File: src/rtl/uart_rx_deserializer_if.sv
// Byte-side output bundle of the UART receiver toward the command parser.
// master drives the byte and the two strobes; slave observes them.
interface uart_rx_deserializer_if;
    logic [7:0] rx_byte;
    logic       received;
    logic       rx_error;
    logic       is_receiving;

    modport master (output rx_byte, output received, output rx_error, output is_receiving);
    modport slave  (input  rx_byte, input  received, input  rx_error, input  is_receiving);
endinterface

File: src/rtl/uart_rx_deserializer.sv
// 16x oversampling 8N1 UART receiver with glitch rejection, majority-vote sampling and framing check.
// Latency: received strobe 3 + 154*DIV cycles after the line's falling start edge.
// No backpressure: the byte and strobe are presented for one cycle and must be taken then.
module uart_rx_deserializer #(
    parameter int CLOCK_RATE = 50000000,
    parameter int BAUDRATE   = 115200
) (
    input  logic clk,
    input  logic rst,
    input  logic i_rx,
    uart_rx_deserializer_if.master rx_out
);
    localparam int DIV = CLOCK_RATE / (BAUDRATE * 16);
    localparam int CW  = (DIV > 1) ? $clog2(DIV) : 1;
    localparam logic [CW-1:0] CNT_MAX = CW'(DIV - 1);

    localparam logic [2:0] IDLE       = 3'd0;
    localparam logic [2:0] START      = 3'd1;
    localparam logic [2:0] DATA       = 3'd2;
    localparam logic [2:0] STOP       = 3'd3;
    localparam logic [2:0] BREAK_WAIT = 3'd4;

    if (DIV < 2) begin : g_div_check
        $error("uart_rx_deserializer: CLOCK_RATE/(BAUDRATE*16) must be at least 2");
    end

    logic [1:0]    rx_sync;
    logic          rx_s;
    logic          rx_d;
    logic [CW-1:0] cnt;
    logic          tick;
    logic [3:0]    sub;
    logic [2:0]    bit_idx;
    logic          s7;
    logic          s8;
    logic          maj;
    logic [7:0]    shreg;
    logic [2:0]    state;
    logic [2:0]    state_nxt;
    logic          start_edge;
    logic [7:0]    rx_byte_q;
    logic          received_q;
    logic          rx_error_q;
    logic          is_receiving_q;

    assign rx_s       = rx_sync[1];
    assign tick       = (cnt == CNT_MAX);
    assign start_edge = (state == IDLE) && rx_d && !rx_s;
    // The third vote is the live sample taken on the sub=9 tick itself.
    assign maj        = (s7 & s8) | (s7 & rx_s) | (s8 & rx_s);

    always_ff @(posedge clk) begin
        if (!rst) begin
            rx_sync <= 2'b11;
            rx_d    <= 1'b1;
        end else begin
            rx_sync <= {rx_sync[0], i_rx};
            rx_d    <= rx_s;
        end
    end

    // Restarting the divider on the start edge centres the sub=7..9 samples in each bit.
    always_ff @(posedge clk) begin
        if (!rst)                    cnt <= '0;
        else if (start_edge || tick) cnt <= '0;
        else                         cnt <= cnt + CW'(1);
    end

    always_comb begin
        state_nxt = state;
        case (state)
            IDLE:       if (rx_d && !rx_s) state_nxt = START;
            START: begin
                if (tick && sub == 4'd9 && maj) state_nxt = IDLE;
                else if (tick && sub == 4'd15)  state_nxt = DATA;
            end
            DATA:       if (tick && sub == 4'd15 && bit_idx == 3'd7) state_nxt = STOP;
            STOP:       if (tick && sub == 4'd9) state_nxt = maj ? IDLE : BREAK_WAIT;
            BREAK_WAIT: if (rx_s) state_nxt = IDLE;
            default:    state_nxt = IDLE;
        endcase
    end

    always_ff @(posedge clk) begin
        if (!rst) begin
            state          <= IDLE;
            sub            <= 4'd0;
            bit_idx        <= 3'd0;
            s7             <= 1'b0;
            s8             <= 1'b0;
            shreg          <= 8'h00;
            rx_byte_q      <= 8'h00;
            received_q     <= 1'b0;
            rx_error_q     <= 1'b0;
            is_receiving_q <= 1'b0;
        end else begin
            state          <= state_nxt;
            is_receiving_q <= (state_nxt != IDLE);
            received_q     <= 1'b0;
            rx_error_q     <= 1'b0;
            if (state == IDLE) begin
                sub     <= 4'd0;
                bit_idx <= 3'd0;
            end else if (tick) begin
                sub <= sub + 4'd1;
                if (sub == 4'd7) s7 <= rx_s;
                if (sub == 4'd8) s8 <= rx_s;
                if (sub == 4'd15 && state == DATA) bit_idx <= bit_idx + 3'd1;
                if (sub == 4'd9) begin
                    if (state == DATA) shreg <= {maj, shreg[7:1]};
                    if (state == STOP) begin
                        if (maj) begin
                            rx_byte_q  <= shreg;
                            received_q <= 1'b1;
                        end else begin
                            rx_error_q <= 1'b1;
                        end
                    end
                end
            end
        end
    end

    assign rx_out.rx_byte      = rx_byte_q;
    assign rx_out.received     = received_q;
    assign rx_out.rx_error     = rx_error_q;
    assign rx_out.is_receiving = is_receiving_q;
endmodule

File: src/flat_wrapper.sv
// flat-port wrapper written by rule: the top's interface ports become plain ports
module uart_rx_deserializer_flat 
#(
    parameter int CLOCK_RATE = 50000000,
    parameter int BAUDRATE   = 115200
)
  (clk, rst, i_rx, rx_out_rx_byte, rx_out_received, rx_out_rx_error, rx_out_is_receiving);
  uart_rx_deserializer_if rx_out_i ();
  input  logic clk;
  input  logic rst;
  input  logic i_rx;
  output wire logic [$bits(rx_out_i.rx_byte)-1:0] rx_out_rx_byte;
  output wire logic [$bits(rx_out_i.received)-1:0] rx_out_received;
  output wire logic [$bits(rx_out_i.rx_error)-1:0] rx_out_rx_error;
  output wire logic [$bits(rx_out_i.is_receiving)-1:0] rx_out_is_receiving;
  assign rx_out_rx_byte = rx_out_i.rx_byte;
  assign rx_out_received = rx_out_i.received;
  assign rx_out_rx_error = rx_out_i.rx_error;
  assign rx_out_is_receiving = rx_out_i.is_receiving;
  uart_rx_deserializer #(.CLOCK_RATE(CLOCK_RATE), .BAUDRATE(BAUDRATE)) u_core (.clk(clk), .rst(rst), .i_rx(i_rx), .rx_out(rx_out_i));
endmodule
File: config.mk
export PLATFORM = sky130hd
export DESIGN_NAME = uart_rx_deserializer_flat
export DESIGN_NICKNAME = d
export VERILOG_FILES = /design/src/rtl/uart_rx_deserializer_if.sv /design/src/rtl/uart_rx_deserializer.sv /design/src/flat_wrapper.sv
export SDC_FILE = /design/constraint.sdc
export NUM_CORES = 1
export LEC_CHECK = 0
export CORE_MARGIN = 4
export CORE_UTILIZATION = 50
export DETAILED_ROUTE_END_ITERATION = 10
export GPL_TIMING_DRIVEN = 0
export PLACE_DENSITY = 0.73
export RECOVER_POWER = 100
export SYNTH_ARGS = -nofsm -noshare
export SYNTH_HDL_FRONTEND = slang
export SYNTH_SLANG_ARGS = --single-unit
export TNS_END_PERCENT = 100
File: constraint.sdc
create_clock -name clk -period 1.9 [get_ports clk]
set_input_delay 0.38 -clock clk [delete_from_list [all_inputs] [get_ports clk]]
set_output_delay 0.38 -clock clk [all_outputs]
set_load 0.02 [all_outputs]
# --- Word-level counts from Yosys, hierarchy flattened ---
# Index checks and enable logic that the tools add are counted.
word_totals:
  reg_bits: 39
  latch_bits: 0
  ramBits: 0
  rom_bits: 0
  input_bits: 3
  output_inout_bits: 11
  word_cells: 66
  n_memories: 0
classes:
  n_addsub: 3
  multipliers: 0
  n_div: 0
  order_cmp: 0
  n_eq_ne: 10
  n_shift: 0
  n_mux: 10
  bitwise_logic: 10
  reduce_logical: 20
ops:
  columns: ["operator", "count"]
  rows:
  - ["$mux 3", 7]
  - ["$pmux 3 s5", 1]
  - ["$eq 4x4->1 const B", 3]
  - ["$logic_and 1x1->1", 8]
  - ["$eq 3x2->1 const B", 2]
  - ["$eq 3x3->1 const B", 2]
  - ["$reduce_and 3->1", 2]
  - ["$add 5x1->5 const B", 1]
  - ["$eq 5x5->1 const B", 1]
  - ["$not 1->1", 5]
  - ["$reduce_and 5->1", 1]
  - ["$reduce_or 5->1", 1]
  - ["$add 4x1->4 const B", 1]
  - ["$eq 4x3->1 const B", 1]
  - ["$reduce_and 4->1", 1]
  - ["$reduce_or 2->1", 2]
  - ["$add 3x1->3 const B", 1]
  - ["$and 1x1->1", 3]
  - ["$eq 3x1->1 const B", 1]
  - ["$logic_not 3->1", 1]
  - ["$reduce_bool 3->1", 1]
  - ["$mux 1", 2]
  - ["$or 1x1->1", 2]
  - ["$reduce_and 2->1", 1]
  - ["other kinds (2)", 2]

# --- Logic depth before layout (Yosys ltp) ---
logic_depth:
  depth_word: 7
  ltp_mapped: 9
  mapped_depth_nobuf: 7

# --- Least setup slack after synthesis ---
# No wires, ideal clock.
synth_timing:
  kind: "register to register"
  from: "register u_core.cnt[0]"
  to: "register u_core.is_receiving_q, in the netlist u_core.rx_out.is_receiving"
  setup_ps: 127
  arrival_ps: 1699
  t_required_ps: 1773
  slack_ps: 74
  stages_incl_launch_ff: 9
  n_path_buf: 1
  synth_period_minus_slack_ps: 1826
  path_cell_list: "dfxtp_1 inv_1 ha_1 and4b_1 buf_6 nand2_4 nor4_4 a311o_1 or3_1"
synth_via:
  elab_chain_cells: 6
  word_cells_on_any_way: 11
  cone_classes: "eq/ne: 1; mux: 5; reduce/logical: 5"
synth_rtl:
  columns: ["item", "line", "source"]
  rows:
  - ["start, declared", "uart_rx_deserializer.sv:30", "logic [CW-1:0] cnt;"]
  - ["start signal, assigned", "uart_rx_deserializer.sv:66", "else cnt <= cnt + CW'(1);"]
  - ["$eq 5x5->1 (*)", "uart_rx_deserializer.sv:47", "assign tick = (cnt == CNT_MAX);"]
  - ["$logic_and 1x1->1, on equally long branches", null, null]
  - ["$mux 3, or another cell as far along", "uart_rx_deserializer.sv:75", "else if (tick && sub == 4'd15) state_nxt = DATA;"]
  - ["$mux 3, on equally long branches", "uart_rx_deserializer.sv:74, uart_rx_deserializer.sv:77", null]
  - ["$pmux 3 s5 (*)", "uart_rx_deserializer.sv:71", "case (state)"]
  - ["$reduce_bool 3->1 (*)", "uart_rx_deserializer.sv:98", "is_receiving_q <= (state_nxt != IDLE);"]
  - ["end signal, assigned", "uart_rx_deserializer.sv:98", null]
  - ["end, declared", "uart_rx_deserializer.sv:44", "logic is_receiving_q;"]
# Every way passes the cells marked *; elsewhere a longest branch is shown, timed or not.
# A chain may end at the register's enable or synchronous reset.

# --- Final worst setup path ---
# Ends and elaborated chain as after synthesis.

==> results <==
==> flip-flops by register name (all words and copies together), names as in the netlist <==
| register | flops |
|---|---|
| u_core.bit_idx | 3 |
| u_core.cnt | 5 |
| u_core.rx_d | 1 |
| u_core.rx_out.is_receiving | 1 |
| u_core.rx_out.received | 1 |
| u_core.rx_out.rx_byte | 8 |
| u_core.rx_out.rx_error | 1 |
| u_core.rx_sync | 2 |
| u_core.s7 | 1 |
| u_core.s8 | 1 |
| u_core.shreg | 8 |
| u_core.state | 3 |
| u_core.sub | 4 |
==> layer usage <==
layer	up-vias	GRT usage [%]	share of wire [%]
met5	-	0	0
met4	0	8.29	1.9
met3	7	5.81	4.6
met2	28	26.0	48
met1	590	18.3	45
li1	632	-	-
==> final cells by class <==
type | count | area (sq um)
fillers | 264 | 1140
clock buffers | 8 | 68.8
repair buffers | 18 | 164
multi-input cells | 121 | 866
well taps | 44 | 55.1
inverters | 5 | 18.8
plain buffers | 6 | 31.3
flip-flops and latches | 39 | 783
==> worst paths after layout <==
check | endpoint | slack [ns] | cells past startpoint
hold / removal | u_core.rx_sync[1] | 0.42 | 1
hold reg to reg | u_core.rx_sync[1] | 0.42 | 1
setup / recovery | u_core.rx_out.is_receiving | 0.11 | 8
setup reg to reg | u_core.rx_out.is_receiving | 0.11 | 8
==> synth_stat cells (3+ instances only) <==
| cell type | instances |
|---|---|
| a21boi_1 | 8 |
| a21oi_1 | 3 |
| clkbuf_1 | 4 |
| dfxtp_1 | 39 |
| ha_1 | 7 |
| inv_1 | 5 |
| mux2i_1 | 12 |
| nand2_1 | 24 |
| nand2b_1 | 5 |
| nand3_1 | 4 |
| nor2_1 | 12 |
| nor2b_1 | 11 |
| xnor2_1 | 3 |
| xor2_1 | 3 |
==> power breakdown <==
| group | internal [uW] | switching [uW] | total (uW) |
|---|---|---|---|
| sequential | 836 | 11.1 | 847 |
| combinational | 46.7 | 63.2 | 110 |
| clock | 218 | 260 | 478 |
| total | 1100 | 335 | 1440 |
==> worst max-delay path, stage by stage, from the launching register on <==
cell       delay (ns)
dfxtp_2          0.35
inv_2            0.07
ha_4             0.12
and4b_1          0.21
buf_6            0.13
nand3_4          0.11
o2111ai_2        0.21
o31ai_1          0.12
or3_1            0.37
==> timing repair <==
action,4_1_cts,5_1_grt
gates cloned,0,1
buffers inserted,2,3
endpoints found under the setup margin,9,18
gates resized for setup,3,8
pin swaps,1,4
==> metrics by stage <==
step	TNS [ns]	power, uW	instance area (sq um)	hold WS, ns	cells
2_1_floorplan	0	935	1670	0.386	171
3_3_place_gp	-0.0498	962	1850	0.390	228
3_5_place_dp	-0.284	968	1850	0.398	228
4_1_cts	0	1440	1930	0.425	237
5_1_grt	-0.00680	1500	1990	0.465	241
6_report	0	1440	1990	0.424	241
==> logic make-up after synthesis <==
group / Yosys count
DFF: 39
xor gates and xnor gates: 6
AOI/OAI and AO/OA: 19
and+or+nand+nor: 75
adders and majority gates: 8
buffers and inverters: 12
muxes: 12
==> flow_summary.toml <==
[logic_synthesis]
synth_top_family_by_area = "simple AND/OR/NAND/NOR gates"
synth_edf_count = 0
synth_cells = 171
synth-adder-area-share_pct = 5.85
synth.avg_cell_area_sq_um = 9.75
synth_area_sq_um = 1670
synthArstFlopShare_pct = 0
ys_warn_count = 0
synth-xor-area-share_pct = 3.15
yosysUniqueCellTypes = 38
synthMuxAreaShare_pct = 7.20
syn_nets = 181
synth_top_area_cell = "dfxtp_1"
synthTopCellsByArea = "dfxtp_1, mux2i_1, nand2_1, ha_1, nor2b_1"
synth_flop_cell = "dfxtp_1"
synthSimpleGateAreaFrac_pct = 25.4
ys_seq_area_share_pct = 46.8
synth_top_area_share_pct = 46.8
ys_ff_latch = 39
synth-compound-area-share_pct = 7.95

[drt]
first_pass_iters = 4
wl_per_cell_um = 13.0
drc = 0
drtAntennaViolNets = 0
via_per_inst = 5.22
vias = 1257
drt_iter0_markers = 67
routed_wl_mm = 3.13

[timing]
setup_violations = 0
finalHoldViolations = 0
worst_pin_slew_ns = 0.487
maxSlewHeadroom_pct = 67.3
finalCritPeriodShare_pct = 94.2
period_minus_slack_ns = 1.79
max_freq_mhz = 559
slew_viol_final = 0
clock_skew_ns = 0.00414
setup_ws_ns = 0.110

[global_route]
grt_pass1_wl_mm = 5.22
grt_pass1_vias = 1210
grt_util_all_layers_pct = 16.0
grt_max_degree = 12
antenna_found_initial = 0
grt-ovfl-total = 0

[power]
p_leak_uw = 0.000778
p_per_area_nw_per_um2 = 722
vdd_drop_max_mv = 0.428

[cells_and_area]
syn2layout_area_growth_pct = 19.1
drive_gt1_share_pct = 13.2
post-route-util_pct = 63.5
final_common_cell = "dfxtp_1"
antenna_cells = 0
final_nets = 206
final_cell_mix = "dfxtp_1, nand2_1, mux2i_1, nor2_1, dlygate4sd3_1"

[clocking]
clk_pin_slew_worst_paths_ns = 0.11
cts_buffers = 5
cts.path.max_buffers = 2
htreeDepth = 2
clock_latency_ns = 0.35
holdBufCountCts = 0
cts-root-buf = "clkbuf_4"
cts_sinks = 39
cts_tree = "done"

[die]
io_pins = 14
start_util_pct = 53.3
die_area_sq_um = 4320
die_width_um = 65.8
rows = 20
core_area_sq_um = 3130
fp.dieH_um = 65.8

[setup_path]
worst_setup_path_start_kind = "register"
worstSetupStartpoint = "u_core.cnt[0]"
worstPathRequired_ns = 2.14
crit_path_max_fanout = 6
endpoint_kind = "register"
r2r_start = "u_core.cnt[0]"
worstPathArrival_ns = 2.03
critPathKind = "register to register"

[placed_design]
port-buffer-count = 13
dp_hpwl_mm = 2.20
pre_cts_slack_ns = -0.0568
gp_congestion = 0.810

[hold_path]
hp-start = "u_core.rx_sync[0]"
hold_class = "register to register"

[flow_run]
maxCapViolCount = 0

[outcome]
run_status = "completed"
Note: power is estimated with default switching activity, not from simulation.
